File: src/rtl/id_ex_stage.sv
// ID/EX boundary register for the RV32I pipeline: captures decoded operands,
// forwards EX/MEM and MEM/WB results, and detects load-use hazards.
module id_ex_stage #(
  parameter int size = 32
) (
  input  logic            clk,
  input  logic            rst_n,
  input  logic            hold,
  input  logic            flush,
  input  logic            id_valid,
  input  logic [size-1:0] id_pc,
  input  logic [size-1:0] id_imm,
  input  logic [size-1:0] id_rs1_data,
  input  logic [size-1:0] id_rs2_data,
  input  logic [4:0]      id_rs1_addr,
  input  logic [4:0]      id_rs2_addr,
  input  logic [4:0]      id_rd_addr,
  input  logic [3:0]      id_fu_sel,
  input  logic            id_use_pc,
  input  logic            id_use_imm,
  input  logic            id_reg_write,
  input  logic            id_mem_read,
  input  logic            id_mem_write,
  input  logic [4:0]      exm_rd_addr,
  input  logic            exm_reg_write,
  input  logic [size-1:0] exm_result,
  input  logic [4:0]      mwb_rd_addr,
  input  logic            mwb_reg_write,
  input  logic [size-1:0] mwb_result,
  output logic [size-1:0] fu_a,
  output logic [size-1:0] fu_b,
  output logic [3:0]      fu_sel,
  output logic [size-1:0] ex_store_data,
  output logic [size-1:0] ex_pc,
  output logic [4:0]      ex_rd_addr,
  output logic            ex_valid,
  output logic            ex_reg_write,
  output logic            ex_mem_read,
  output logic            ex_mem_write,
  output logic            load_use_stall
);

  logic            vld_p1;
  logic [size-1:0] pc_p1;
  logic [size-1:0] imm_p1;
  logic [size-1:0] rs1_data_p1;
  logic [size-1:0] rs2_data_p1;
  logic [4:0]      rs1_addr_p1;
  logic [4:0]      rs2_addr_p1;
  logic [4:0]      rd_p1;
  logic [3:0]      sel_p1;
  logic            use_pc_p1;
  logic            use_imm_p1;
  logic            reg_write_p1;
  logic            mem_read_p1;
  logic            mem_write_p1;

  logic            mwb_hit_rs1;
  logic            mwb_hit_rs2;
  logic [size-1:0] fwd_rs1;
  logic [size-1:0] fwd_rs2;

  // Forwarding select: youngest producer (EX/MEM) wins, x0 is never forwarded.
  function automatic logic [size-1:0] fwd_sel(
    input logic [4:0]      addr,
    input logic [size-1:0] stored,
    input logic [4:0]      e_rd,
    input logic            e_we,
    input logic [size-1:0] e_res,
    input logic [4:0]      m_rd,
    input logic            m_we,
    input logic [size-1:0] m_res
  );
    logic [size-1:0] r;
    r = stored;
    if (addr != 5'd0) begin
      if (e_we && (e_rd == addr))
        r = e_res;
      else if (m_we && (m_rd == addr))
        r = m_res;
    end
    return r;
  endfunction

  assign load_use_stall = vld_p1 & mem_read_p1 & (rd_p1 != 5'd0) & id_valid & ~flush &
                          ((rd_p1 == id_rs1_addr) | (rd_p1 == id_rs2_addr));

  // Value being written back this cycle supersedes the stale register-file read.
  assign mwb_hit_rs1 = mwb_reg_write & (mwb_rd_addr != 5'd0) & (mwb_rd_addr == id_rs1_addr);
  assign mwb_hit_rs2 = mwb_reg_write & (mwb_rd_addr != 5'd0) & (mwb_rd_addr == id_rs2_addr);

  // ---- ID -> EX register (p1) ----
  always_ff @(posedge clk or negedge rst_n) begin
    if (!rst_n) begin
      vld_p1       <= 1'b0;
      pc_p1        <= '0;
      imm_p1       <= '0;
      rs1_data_p1  <= '0;
      rs2_data_p1  <= '0;
      rs1_addr_p1  <= '0;
      rs2_addr_p1  <= '0;
      rd_p1        <= '0;
      sel_p1       <= '0;
      use_pc_p1    <= 1'b0;
      use_imm_p1   <= 1'b0;
      reg_write_p1 <= 1'b0;
      mem_read_p1  <= 1'b0;
      mem_write_p1 <= 1'b0;
    end else if (hold) begin
      vld_p1 <= vld_p1;
    end else if (flush || load_use_stall || !id_valid) begin
      vld_p1       <= 1'b0;
      pc_p1        <= '0;
      imm_p1       <= '0;
      rs1_data_p1  <= '0;
      rs2_data_p1  <= '0;
      rs1_addr_p1  <= '0;
      rs2_addr_p1  <= '0;
      rd_p1        <= '0;
      sel_p1       <= '0;
      use_pc_p1    <= 1'b0;
      use_imm_p1   <= 1'b0;
      reg_write_p1 <= 1'b0;
      mem_read_p1  <= 1'b0;
      mem_write_p1 <= 1'b0;
    end else begin
      vld_p1       <= 1'b1;
      pc_p1        <= id_pc;
      imm_p1       <= id_imm;
      rs1_data_p1  <= mwb_hit_rs1 ? mwb_result : id_rs1_data;
      rs2_data_p1  <= mwb_hit_rs2 ? mwb_result : id_rs2_data;
      rs1_addr_p1  <= id_rs1_addr;
      rs2_addr_p1  <= id_rs2_addr;
      rd_p1        <= id_rd_addr;
      sel_p1       <= id_fu_sel;
      use_pc_p1    <= id_use_pc;
      use_imm_p1   <= id_use_imm;
      reg_write_p1 <= id_reg_write;
      mem_read_p1  <= id_mem_read;
      mem_write_p1 <= id_mem_write;
    end
  end

  // ---- EX operand forwarding and source select ----
  always_comb begin
    fwd_rs1 = fwd_sel(rs1_addr_p1, rs1_data_p1, exm_rd_addr, exm_reg_write, exm_result,
                      mwb_rd_addr, mwb_reg_write, mwb_result);
    fwd_rs2 = fwd_sel(rs2_addr_p1, rs2_data_p1, exm_rd_addr, exm_reg_write, exm_result,
                      mwb_rd_addr, mwb_reg_write, mwb_result);
  end

  assign fu_a          = use_pc_p1  ? pc_p1  : fwd_rs1;
  assign fu_b          = use_imm_p1 ? imm_p1 : fwd_rs2;
  assign fu_sel        = sel_p1;
  assign ex_store_data = fwd_rs2;
  assign ex_pc         = pc_p1;
  assign ex_rd_addr    = rd_p1;
  assign ex_valid      = vld_p1;
  assign ex_reg_write  = reg_write_p1;
  assign ex_mem_read   = mem_read_p1;
  assign ex_mem_write  = mem_write_p1;

endmodule

File: config.mk
export PLATFORM = sky130hd
export DESIGN_NAME = id_ex_stage
export DESIGN_NICKNAME = d
export VERILOG_FILES = /design/src/rtl/id_ex_stage.sv
export SDC_FILE = /design/constraint.sdc
export NUM_CORES = 1
export LEC_CHECK = 0
export CAP_MARGIN = 20
export CORE_AREA = 2 2 144 146
export CTS_CLUSTER_SIZE = 25
export DETAILED_ROUTE_END_ITERATION = 6
export DIE_AREA = 0 0 146 148
export DONT_BUFFER_PORTS = 1
export GPL_ROUTABILITY_DRIVEN = 0
export GPL_TIMING_DRIVEN = 0
export PLACE_DENSITY = 0.67
export SLEW_MARGIN = 25
export SYNTH_ARGS = -nofsm -noshare
export SYNTH_HDL_FRONTEND = slang
export SYNTH_SLANG_ARGS = --single-unit
File: constraint.sdc
create_clock -name clk -period 2.3 [get_ports clk]
set_input_delay 0.23 -clock clk [delete_from_list [all_inputs] [get_ports clk]]
set_output_delay 0.23 -clock clk [all_outputs]
set_load 0.01 [all_outputs]
==> results.txt, run 1 <==
----------------------------------------------------
[Finish]
  Most frequent standard cell in the layout excluding fill and tap cells ... dlygate4sd3_1
  Share of cells above drive strength 1 ... 0.256
  Filler instances ... 1559
  Area Growth Syn to Fin ... 48.3%
  Most frequent cells in the layout ... dlygate4sd3_1 (153), dfrtp_1 (147), mux2i_1 (94), a22o_1 (88), nand2_1 (69)
  Nets ... approximately 1200
  Area occupied by multi-input gates ... just over 5000 sq um
  Sequential standard cell area ... between 3000 and 4000 sq um

[Timing]
  Highest clock frequency the design can meet ... 348 MHz
  Final hold violations ... 153
  Worst max-slew margin expressed relative to the limit ... 0.354
  Pins over their slew limit ... 0
  Period minus WS final ... around 2.9 ns
  Hold slack final ... -0.510 ns
  Transition time at the pin with the least slew margin ... ~0.97 ns
  Min setup slack post-route ... -0.575 ns
  Final setup vio count ... between 100 and 150
  Unrepaired setup endpoints after global routing ... yes
  Ratio of final minimum period to clock period ... 1.25
  Largest clock skew in the final design ... about 0.014 ns

[Critical path]
  Buffer and inverter count on the worst path ... 2
  Critical path required time ... around 2.1 ns
  Crit path max fanout ... 10
  Arrival time of data at the critical path endpoint ... 2.65 ns
  Kind of cell adding the most delay to the critical path ... compound AO/OA/AOI/OAI gates
  Kind of launch point of the worst setup path ... register
  Critical path start-end classification ... register to output pin
  Sort of element at the end of the critical path ... output pin
  Crit path largest cell delay ... approximately 0.42 ns
  CP Cell Sequence ... buf_4, xnor2_1, nand2_1, a311oi_4, buf_4, a22oi_1, o2bb2ai_2, mux2_4
  Critical-path top delay cell ... dfrtp_2
  Most Frequent Cell on Critical Path ... buf_4

[Route]
  Routed via count divided by cell count ... 6.37
  DRC violations left ... 0
  Detailed-route wire length per cell ... 29.3 um
  Antenna Nets Post-Route ... 0
  Via count ... roughly 8100
  DRT Pass-1 Iters ... 5
  Count of routing violations after the opening detailed-route iteration ... slightly below 500
  Routed WL ... around 37000 um

[Clocking]
  Buffer cell driving the clock tree root ... clkbuf_16
  CTS buffer count ... 17
  H-tree levels ... 4
  Source-to-sink clock delay at the later pin of the worst-skew pair ... 0.43 ns
  Hold_buf cts ... roughly 150
  Clock transition at the register clock pins on the worst setup and hold paths after CTS ... around 0.070 ns
  Maximum clock path buffer count ... 2
  CTS Sinks ... between 150 and 200
  Clock tree from TritonCTS ... done

[Global routing]
  Antenna violations before repair ... 2
  Overall overflow remaining after global route ... 0
  Wire length of the first global-routing pass ... around 53000 um
  Vias in the first global route ... ~8400
  Global-route usage over all layers ... 0.326
  Largest net degree at the start of global routing ... roughly 150

[Die]
  Area of the die ... 21600 sq um
  Starting Density ... 0.422
  Number of rows created at floorplan ... between 50 and 60
  Die height ... around 150 um
  Die Width ... approximately 150 um
  Core Area ... roughly 20000 sq um
  Number of primary I/O pins ... between 300 and 400

[Logic synthesis]
  Total of warnings raised by yosys ... 0
  Seq/Total Area, Yosys ... 0.453
  EDFF count, synth ... 0
  Synth unique cells ... 37
  Share of async-settable or async-resettable flops after synthesis ... 1.00
  Post-synth net total ... 1014
  Number of cells produced by synthesis ... between 700 and 800
  Synthesized area divided by synthesized cell count ... between 10 and 15 sq um
  Synthesis-stage register bit count ... roughly 150
  Commonest register cell after synthesis ... dfrtp_1
  Post-Syn Area ... about 8500 sq um

[Power]
  Internal power contribution ... about 5.4 mW
  Register share of total power ... 0.403
  Largest vdd supply drop ... 475 uV
  Part of the power in the clock network ... 0.405
  Sw Share ... 0.278
  Total Power ... 7.46 mW
  Static Leak ... around 5 nW
  Switching power ... 2.08 mW
  Power density over the cells ... around 600 nW/um^2
  Share of total power in combinational logic ... 0.192

[Worst hold path]
  Path category of the worst min-delay check ... input port to async pin

[Placement]
  Detail Placement HPWL ... 23500 um
  Port buffer count ... 0
  Placement Setup Slack ... -0.713 ns

[Run status]
  Outcome ... complete, but fails checks
  Violations in the final reports ... negative hold slack, negative setup slack

[Run]
  Max capacitance violation total ... 0

----------------------------------------------------
worst paths after layout:
path,from,endpoint,slack [ns],depth (start not counted)
worst max register to register,ex_rd_addr[4]$_DFFE_PN0N_,rs1_data_p1[9]$_DFFE_PN0N_,-0.04,7
worst min register to register,rs1_data_p1[18]$_DFFE_PN0N_,rs1_data_p1[18]$_DFFE_PN0N_,0.48,2
worst max-delay path,rs2_addr_p1[0]$_DFFE_PN0N_,fu_b[6],-0.58,8
worst min-delay path,rst_n,rs1_data_p1[23]$_DFFE_PN0N_,-0.51,0
max in group asynchronous,rst_n,rs2_data_p1[9]$_DFFE_PN0N_,2.59,0
min in group clk,id_rs2_data[31],rs2_data_p1[31]$_DFFE_PN0N_,0,2
per-stage QoR:
stage	instances	TNS [ns]	utilization	instance area [sq um]	hold slack (ns)
finish	1267	-40.84	0.626	12500	-0.510
global route	1266	-49.72	0.626	12500	-0.529
CTS	1251	-37.73	0.594	11900	-0.519
detailed placement	1051	-75.46	0.439	8800	-0.0623
global placement	1051	-72.13	0.439	8800	-0.0622
floorplan	781	0	-	8460	-0.0656
area by class of cell:
| class | count | area share |
|---|---|---|
| clock inverter | 11 | 0.0138 |
| timing repair buffer | 185 | 0.159 |
| multi-input combinational | 552 | 0.407 |
| inverter | 1 | 0.000299 |
| antenna | 2 | 0.000399 |
| buffer | 75 | 0.0525 |
| tap | 270 | 0.0269 |
| clock buffer | 18 | 0.0350 |
| sequential | 153 | 0.306 |
sequential cells by signal (all words and copies together) (netlist names), 4 cells and up:
register and flops:
fu_sel 4, ex_rd_addr 5, rs2_data_p1 32, rs1_data_p1 32
rs2_addr_p1 5, ex_pc 32, rs1_addr_p1 5, imm_p1 32
kinds of logic after synthesis:
logic type	Yosys count	share of synthesized area
AO/OA/AOI/OAI	259	0.239
XOR/XNOR	40	0.0414
buffers and inverters	76	0.0458
flip-flops	153	0.453
multiplexers	127	0.155
AND/OR/NAND/NOR	126	0.0661
per-layer routing:
| metal | routed length (um) | up-vias | GRT usage | part of all wire |
|---|---|---|---|---|
| met2 | 18600 | 534 | 0.572 | 0.50 |
| met5 | 0 | - | 0 | 0 |
| li1 | - | 3364 | - | - |
| met3 | 3180 | 98 | 0.0843 | 0.086 |
| met1 | 14100 | 4071 | 0.386 | 0.38 |
| met4 | 1300 | 0 | 0.125 | 0.035 |
cell usage after synthesis (2+ instances only):
cell / n / share of area
o2bb2ai_1: 32 / 0.033
and3_1: 3 / 0.0022
a22o_1: 89 / 0.092
clkbuf_1: 34 / 0.015
xnor2_1: 18 / 0.019
mux2_2: 32 / 0.043
a221o_1: 31 / 0.037
dfrtp_1: 153 / 0.45
nor4_1: 3 / 0.0022
or4_1: 4 / 0.0035
buf_4: 2 / 0.0018
nand2_1: 69 / 0.031
nor4_4: 2 / 0.0050
xor2_1: 22 / 0.023
nor3_1: 2 / 0.0012
nand3_1: 4 / 0.0024
buf_2: 28 / 0.017
a22oi_1: 32 / 0.028
o21ai_1: 62 / 0.037
o21ai_0: 5 / 0.0030
buf_1: 3 / 0.0013
mux2i_1: 95 / 0.11
nor2_1: 35 / 0.016
buf_6: 8 / 0.011
power by group through the flow:
| stage | logic, mW | registers, mW | clock network, mW |
|---|---|---|---|
| after floorplan | 0.652 | 2.99 | 0 |
| after global placement | 0.857 | 3.03 | 0 |
| after detailed placement | 0.870 | 3.04 | 0 |
| after CTS | 1.29 | 3.00 | 3.04 |
| after global routing | 1.50 | 3.02 | 3.15 |
| final | 1.43 | 3.01 | 3.02 |
repair_timing:
action / CTS / global route
cloned: 3 / 8
endpoints found under the setup margin: 216 / 132
gates resized for setup: 167 / 83
endpoints found under the hold margin: 282 / 153
buffers inserted: 15 / 6
pin swaps: 29 / 60
(Power assumes the default switching activity.)
==> run 2, diff against run 1 <==
--- a/config.mk
+++ b/config.mk
@@ -6,14 +6,13 @@
 export NUM_CORES = 1
 export LEC_CHECK = 0
 export CAP_MARGIN = 20
-export CORE_AREA = 2 2 144 146
+export CORE_UTILIZATION = 30
 export CTS_CLUSTER_SIZE = 25
 export DETAILED_ROUTE_END_ITERATION = 6
-export DIE_AREA = 0 0 146 148
 export DONT_BUFFER_PORTS = 1
 export GPL_ROUTABILITY_DRIVEN = 0
-export GPL_TIMING_DRIVEN = 0
-export PLACE_DENSITY = 0.67
+export GPL_TIMING_DRIVEN = 1
+export PLACE_DENSITY = 0.54
 export SLEW_MARGIN = 25
 export SYNTH_ARGS = -nofsm -noshare
 export SYNTH_HDL_FRONTEND = slang
==> results.txt, run 2 (synthesized netlist as in run 1, its figures left out) <==
----------------------------------------------------
[Run status]
  Outcome ... complete, but fails checks
  Violations in the final reports ... negative hold slack, negative setup slack

[Route]
  Count of routing violations after the opening detailed-route iteration ... 520 (+4.6%)
  DRT Pass-1 Iters ... 5 (unchanged)
  Routed WL ... 37000 um (-0.47%)
  Routed via count divided by cell count ... 5.58 (-12%)
  Detailed-route wire length per cell ... 25.5 um (-13%)
  Antenna Nets Post-Route ... 0 (unchanged)
  DRC violations left ... 0 (unchanged)
  Via count ... 8080 (+0.16%)

[Clocking]
  Buffer cell driving the clock tree root ... clkbuf_16
  Clock transition at the register clock pins on the worst setup and hold paths after CTS ... 0.07 ns (about the same)
  H-tree levels ... 4 (unchanged)
  Source-to-sink clock delay at the later pin of the worst-skew pair ... 0.42 ns (about the same)
  CTS Sinks ... 153 (unchanged)
  Maximum clock path buffer count ... 2 (unchanged)
  CTS buffer count ... 17 (unchanged)
  Clock tree from TritonCTS ... done

[Critical path]
  Kind of launch point of the worst setup path ... register
  Critical path required time ... 2.07 ns (about the same)
  Most Frequent Cell on Critical Path ... buf_12
  Buffer and inverter count on the worst path ... 4 (+2)
  Critical path depth in cells ... 10 (+2)
  Sort of element at the end of the critical path ... output pin
  Crit path largest cell delay ... 0.40 ns (-0.02 ns)
  Critical-path top delay cell ... dfrtp_1
  Kind of cell adding the most delay to the critical path ... buffers and inverters
  Arrival time of data at the critical path endpoint ... 2.58 ns (-0.07 ns)
  CP Cell Sequence ... xor2_1, nor4_1, buf_4, a311oi_4, buf_6, buf_12, buf_12, a22oi_2, o2bb2ai_4, mux2_4
  Count of cells along the worst register-to-register path ... 6 (-1)
  Crit path max fanout ... 7 (-3)
  Critical path start-end classification ... register to output pin

[Global routing]
  Vias in the first global route ... 8577 (+1.6%)
  Wire length of the first global-routing pass ... 52200 um (-1.8%)
  Antenna violations before repair ... 1 (-1)
  Largest net degree at the start of global routing ... 154 (unchanged)
  Overall overflow remaining after global route ... 0 (unchanged)
  Global-route usage over all layers ... 0.243 (-0.0832)

[Run]
  Max capacitance violation total ... 0 (unchanged)

[Timing]
  Largest clock skew in the final design ... 0.00991 ns (-0.00444 ns)
  Min setup slack post-route ... -0.511 ns (+0.0643 ns)
  Worst max-slew margin expressed relative to the limit ... 0.474 (+0.121)
  Final setup vio count ... 96 (-22%)
  Transition time at the pin with the least slew margin ... 0.788 ns (-0.181 ns)
  Hold slack final ... -0.498 ns (+0.0117 ns)
  Pins over their slew limit ... 0 (unchanged)
  Ratio of final minimum period to clock period ... 1.22 (-0.0280)
  Unrepaired setup endpoints after global routing ... yes
  Final hold violations ... 153 (unchanged)
  Setup_tns ... -39.96 ns (+0.874 ns)
  Highest clock frequency the design can meet ... 356 MHz (+2.3%)
  Period minus WS final ... 2.81 ns (-0.0643 ns)

[Die]
  Area of the die ... 28900 sq um (+34%)
  Starting Density ... 0.305 (-0.118)
  Number of rows created at floorplan ... 61 (+17%)
  Die height ... 170 um (+15%)
  Die Width ... 170 um (+16%)
  Number of primary I/O pins ... 375 (unchanged)
  Core Area ... 27800 sq um (+39%)

[Finish]
  Area Growth Syn to Fin ... 61.3%
  Most frequent cells in the layout ... dlygate4sd3_1 (218), dfrtp_1 (150), mux2i_1 (91), a22o_1 (88), nand2_1 (69)
  Core utilization of the finished layout ... 0.491 (-0.135)
  Diodes inserted ... 0 (-2)
  Final Non-Filler Cells ... 1449 (+14%)
  Share of cells above drive strength 1 ... 0.252 (-0.00418)
  Most frequent standard cell in the layout excluding fill and tap cells ... dlygate4sd3_1
  Filler instances ... 2478 (+59%)
  Nets ... 1292 (+6.1%)

[Power]
  Power density over the cells ... 550 nW/um^2 (-7.5%)
  Sw Share ... 0.282 (+0.00334)
  Largest vdd supply drop ... 377 uV (-21%)
  Part of the power in the clock network ... 0.388 (-0.017)
  Share of total power in combinational logic ... 0.212 (+0.020)
  Internal power contribution ... 5.39 mW (+0.18%)
  Register share of total power ... 0.400 (-0.003)
  Switching power ... 2.12 mW (+1.9%)
  Static Leak ... 5.40 nW (+6.3%)

[Placement]
  Port buffer count ... 0 (unchanged)
  Placement Setup Slack ... -0.239 ns (+0.473 ns)
  Placed cells ... 1167 (+11%)
  Detail Placement HPWL ... 21600 um (-8.0%)

[Worst hold path]
  Path category of the worst min-delay check ... input port to async pin

----------------------------------------------------
-- run 2: timing repair --
action | CTS | global route
setup buffers | 16 | 13
resized for setup | 73 | 118
hold buffers | 218 | 1
endpoints found under the setup margin | 97 | 128
pin swaps | 13 | 36
endpoints found under the hold margin | 306 | 154
cloned | 4 | 4
-- run 2: worst register-to-register path, delay by kind of cell (launching register included) --
kind | cells | cell delay (ns)
compound gates | 3 | 0.48
simple gates | 2 | 1.00
buf+inv | 1 | 0.25
flops | 1 | 0.38
-- run 2: routing by layer --
metal,routed length (um),GRT usage,vias to the layer above,share of wire
met2,18700,0.418,370,0.51
li1,-,-,3513,-
met4,845,0.0956,2,0.023
met5,13,0,-,0.00035
met3,2720,0.0649,54,0.074
met1,14700,0.287,4141,0.40
-- run 2: per-stage QoR --
stage | area (sq um) | hold slack, ns | total power [mW]
6_report | 13600 | -0.498 | 7.51
5_1_grt | 13600 | -0.529 | 7.82
4_1_cts | 12800 | -0.519 | 7.43
3_5_place_dp | 9430 | -0.0618 | 3.95
3_3_place_gp | 9430 | -0.0614 | 3.94
2_1_floorplan | 8460 | -0.0656 | 3.64
-- run 2: final cells by class --
| type | instances | area (sq um) | area share |
|---|---|---|---|
| Clock inverter | 12 | 138 | 0.0101 |
| Tap cell | 378 | 473 | 0.0347 |
| Inverter | 1 | 3.75 | 0.000275 |
| Clock buffer | 19 | 453 | 0.0332 |
| Sequential cell | 153 | 3830 | 0.281 |
| Timing Repair Buffer | 334 | 3630 | 0.266 |
| Multi-Input combinational cell | 552 | 5120 | 0.375 |
-- run 2: final timing paths --
path | end | from | slack, ns
worst max-delay path | fu_b[13] | rs2_addr_p1[4]$_DFFE_PN0N_ | -0.51
worst min-delay path | ex_mem_write$_DFFE_PN0N_ | rst_n | -0.50
worst max register to register | rs2_data_p1[2]$_DFFE_PN0N_ | ex_rd_addr[3]$_DFFE_PN0N_ | 0.11
worst min register to register | rs1_data_p1[19]$_DFFE_PN0N_ | rs1_data_p1[19]$_DFFE_PN0N_ | 0.49
max in group asynchronous | rs1_data_p1[19]$_DFFE_PN0N_ | rst_n | 2.52
min in group clk | rs1_data_p1[17]$_DFFE_PN0N_ | id_rs1_data[17] | 0.01
-- run 2: power groups by stage --
stage	clock, mW	combinational (mW)	sequential (mW)
4_1_cts	3.03	1.41	2.99
2_1_floorplan	0	0.652	2.99
6_report	2.92	1.59	3.01
3_5_place_dp	0	0.922	3.03
5_1_grt	3.13	1.67	3.02
3_3_place_gp	0	0.912	3.03
==> run 3, diff against run 2 <==
--- a/config.mk
+++ b/config.mk
@@ -7,6 +7,7 @@
 export LEC_CHECK = 0
 export CAP_MARGIN = 20
 export CORE_UTILIZATION = 30
+export CTS_CLUSTER_DIAMETER = 120
 export CTS_CLUSTER_SIZE = 25
 export DETAILED_ROUTE_END_ITERATION = 6
 export DONT_BUFFER_PORTS = 1
==> results of run 3 <==
Same layout as run 2: the final DEF is identical, and so are final timing and power.
==> edit: new RTL, settings of run 2 <==
The parameter `size` goes from 32 to 16.
--- a/src/rtl/id_ex_stage.sv
+++ b/src/rtl/id_ex_stage.sv
@@ -3,3 +3,3 @@
 module id_ex_stage #(
-  parameter int size = 32
+  parameter int size = 16
 ) (
Interface: changed (10 resized); port bits go from 375 to 215. The function was not compared with the original's and may differ.
==> edit against run 2 <==
The run still ends with negative hold slack, negative setup slack left. Sequential cell count is 64 lower. Synthesized area is 39% lower. Wire length is 50% lower. Final area is 49% lower. Maximum frequency is 8.0% higher. Worst hold slack better by 79 ps. Sequential share of layout area is 4.1 points higher. Power is 48% lower. Setup slack better by 210 ps. Die area is 38% lower. Largest power group unchanged. Highest routed layer is now met4.
==> edit: results (changes against run 2) <==
status complete, but fails checks (unchanged); failing checks negative hold slack, negative setup slack (unchanged); fin nets 643 (was 1292); DP HPWL 12600 um (was 21600 um); Synth area leaders dfrtp_1 (43%), a22o_1 (9.6%), mux2i_1 (9.1%), xor2_1 (3.7%), mux2_2 (3.3%) (was dfrtp_1 (45%), mux2i_1 (11%), a22o_1 (9.2%), mux2_2 (4.3%), a221o_1 (3.7%)); Syn Area/Cell 11.2 um^2 (was 10.8 um^2); clock latency on the worst-skew pair 350 ps (was 420 ps); post-synthesis net count 598 (was 1014); layout cell share with drive strength beyond 1 29.9% (was 25.2%); drt pass-1 iters 4 (was 5); Tot GR Track Use 20.4% (was 24.3%); setup ws final -303 ps (was -511 ps); # fillers 1582 (was 2478); antenna violations before repair 0 (was 1); worst vdd ir 335 uV (was 377 uV); Worst Skew 6.94 ps (was 9.91 ps); hold_ws -420 ps (was -498 ps); largest net degree at the start of global routing 92 (was 154); iteration-0 DRC count of the detailed router 222 (was 520); Least-Margin Pin Slew 1010 ps (was 788 ps); Final Hold Fails 89 (was 153); hold buffers post-CTS 21 (was 218); first-pass GRT wire length 27000 um (was 52200 um); Synth top cells by count dfrtp_1 (89), a22o_1 (57), mux2i_1 (47) (was dfrtp_1 (153), mux2i_1 (95), a22o_1 (89)); P_leak 2.76 nW (was 5.40 nW); DR vias/cell 5.69 (was 5.58); Setup Viol. Count Final 48 (was 96); vias in the first global route 4233 (was 8577); total clock buffers created by CTS 9 (was 17); Netlist cell types 44 (was 37); H-tree lvl count 3 (was 4); Inst Count DP 674 (was 1167); via count 4157 (was 8080); sequential fraction of the synthesis area 43.0% (was 45.3%); Sw Pwr 1.06 mW (was 2.12 mW); DR WL/cell 25.3 um (was 25.5 um)
[edit: stage by stage]
stage               instance area, um^2  util, %  setup slack [ps]  power, mW  setup TNS [ps]
global placement                   5540     33.2              59.1       2.28               0
detailed placement                 5540     33.2              23.5       2.29               0
finish                             6930     41.5              -303       3.90          -10580
floorplan                          5180        -               148       2.17               0
CTS                                6390     38.2              -290       3.85          -10260
global route                       6930     41.5              -380       4.08          -14380
[edit: logic make-up after synthesis]
logic type / share of synthesized area, %
DFF: 43.0
and+or+nand+nor: 7.95
AOI/OAI and AO/OA: 25.1
xor gates and xnor gates: 6.76
buffers and inverters: 4.88
muxes: 12.3
[edit: worst max-delay path: stages, from the launching register on]
cell and delay (ps):
dfrtp_2 440, buf_4 160, xnor2_2 120, nand4_1 160, a311oi_2 320, buf_6 200, buf_12 120, a22oi_2 70
o2bb2ai_4 200, buf_4 140, buf_6 100
[edit: area by class of cell]
class | instances | share of cell area, %
multi-input cells | 332 | 46.6
repair buffers | 73 | 13.3
well taps | 220 | 3.97
clock buffers | 13 | 3.76
flip-flops and latches | 89 | 32.2
clock inverters | 3 | 0.217
inverters | 1 | 0.0542
[edit: power groups by stage]
stage	combinational, mW	clock [mW]	sequential (mW)
floorplan	0.425	0	1.75
global placement	0.505	0	1.77
detailed placement	0.517	0	1.78
CTS	0.640	1.46	1.75
global route	0.789	1.52	1.77
finish	0.742	1.40	1.76
[edit: path summary, 6_finish.rpt]
path                           startpoint                 to  depth (start not counted)
max                        rs2_addr_p1[2]  ex_store_data[13]                         10
min                                 rst_n      ex_rd_addr[3]                          0
max reg2reg                 ex_rd_addr[1]         imm_p1[11]                          6
min reg2reg                rs1_data_p1[7]     rs1_data_p1[7]                          2
max in group asynchronous           rst_n           ex_pc[7]                          0
min in group clk           id_rs2_addr[2]     rs2_addr_p1[2]                          1
[edit: what timing repair did]
action,CTS,global route
pin swaps,14,13
endpoints found under the hold margin,110,89
setup endpoints to repair,48,48
buffers inserted,6,6
gates cloned,4,4
resized for setup,50,56
[edit: metal layers]
metal | vias up | global-route usage [%] | wire, um
met5 | - | 0 | 0
met4 | 0 | 11.7 | 759
li1 | 1827 | - | -
met1 | 2098 | 25.9 | 7820
met3 | 45 | 4.26 | 967
met2 | 187 | 32.1 | 8920
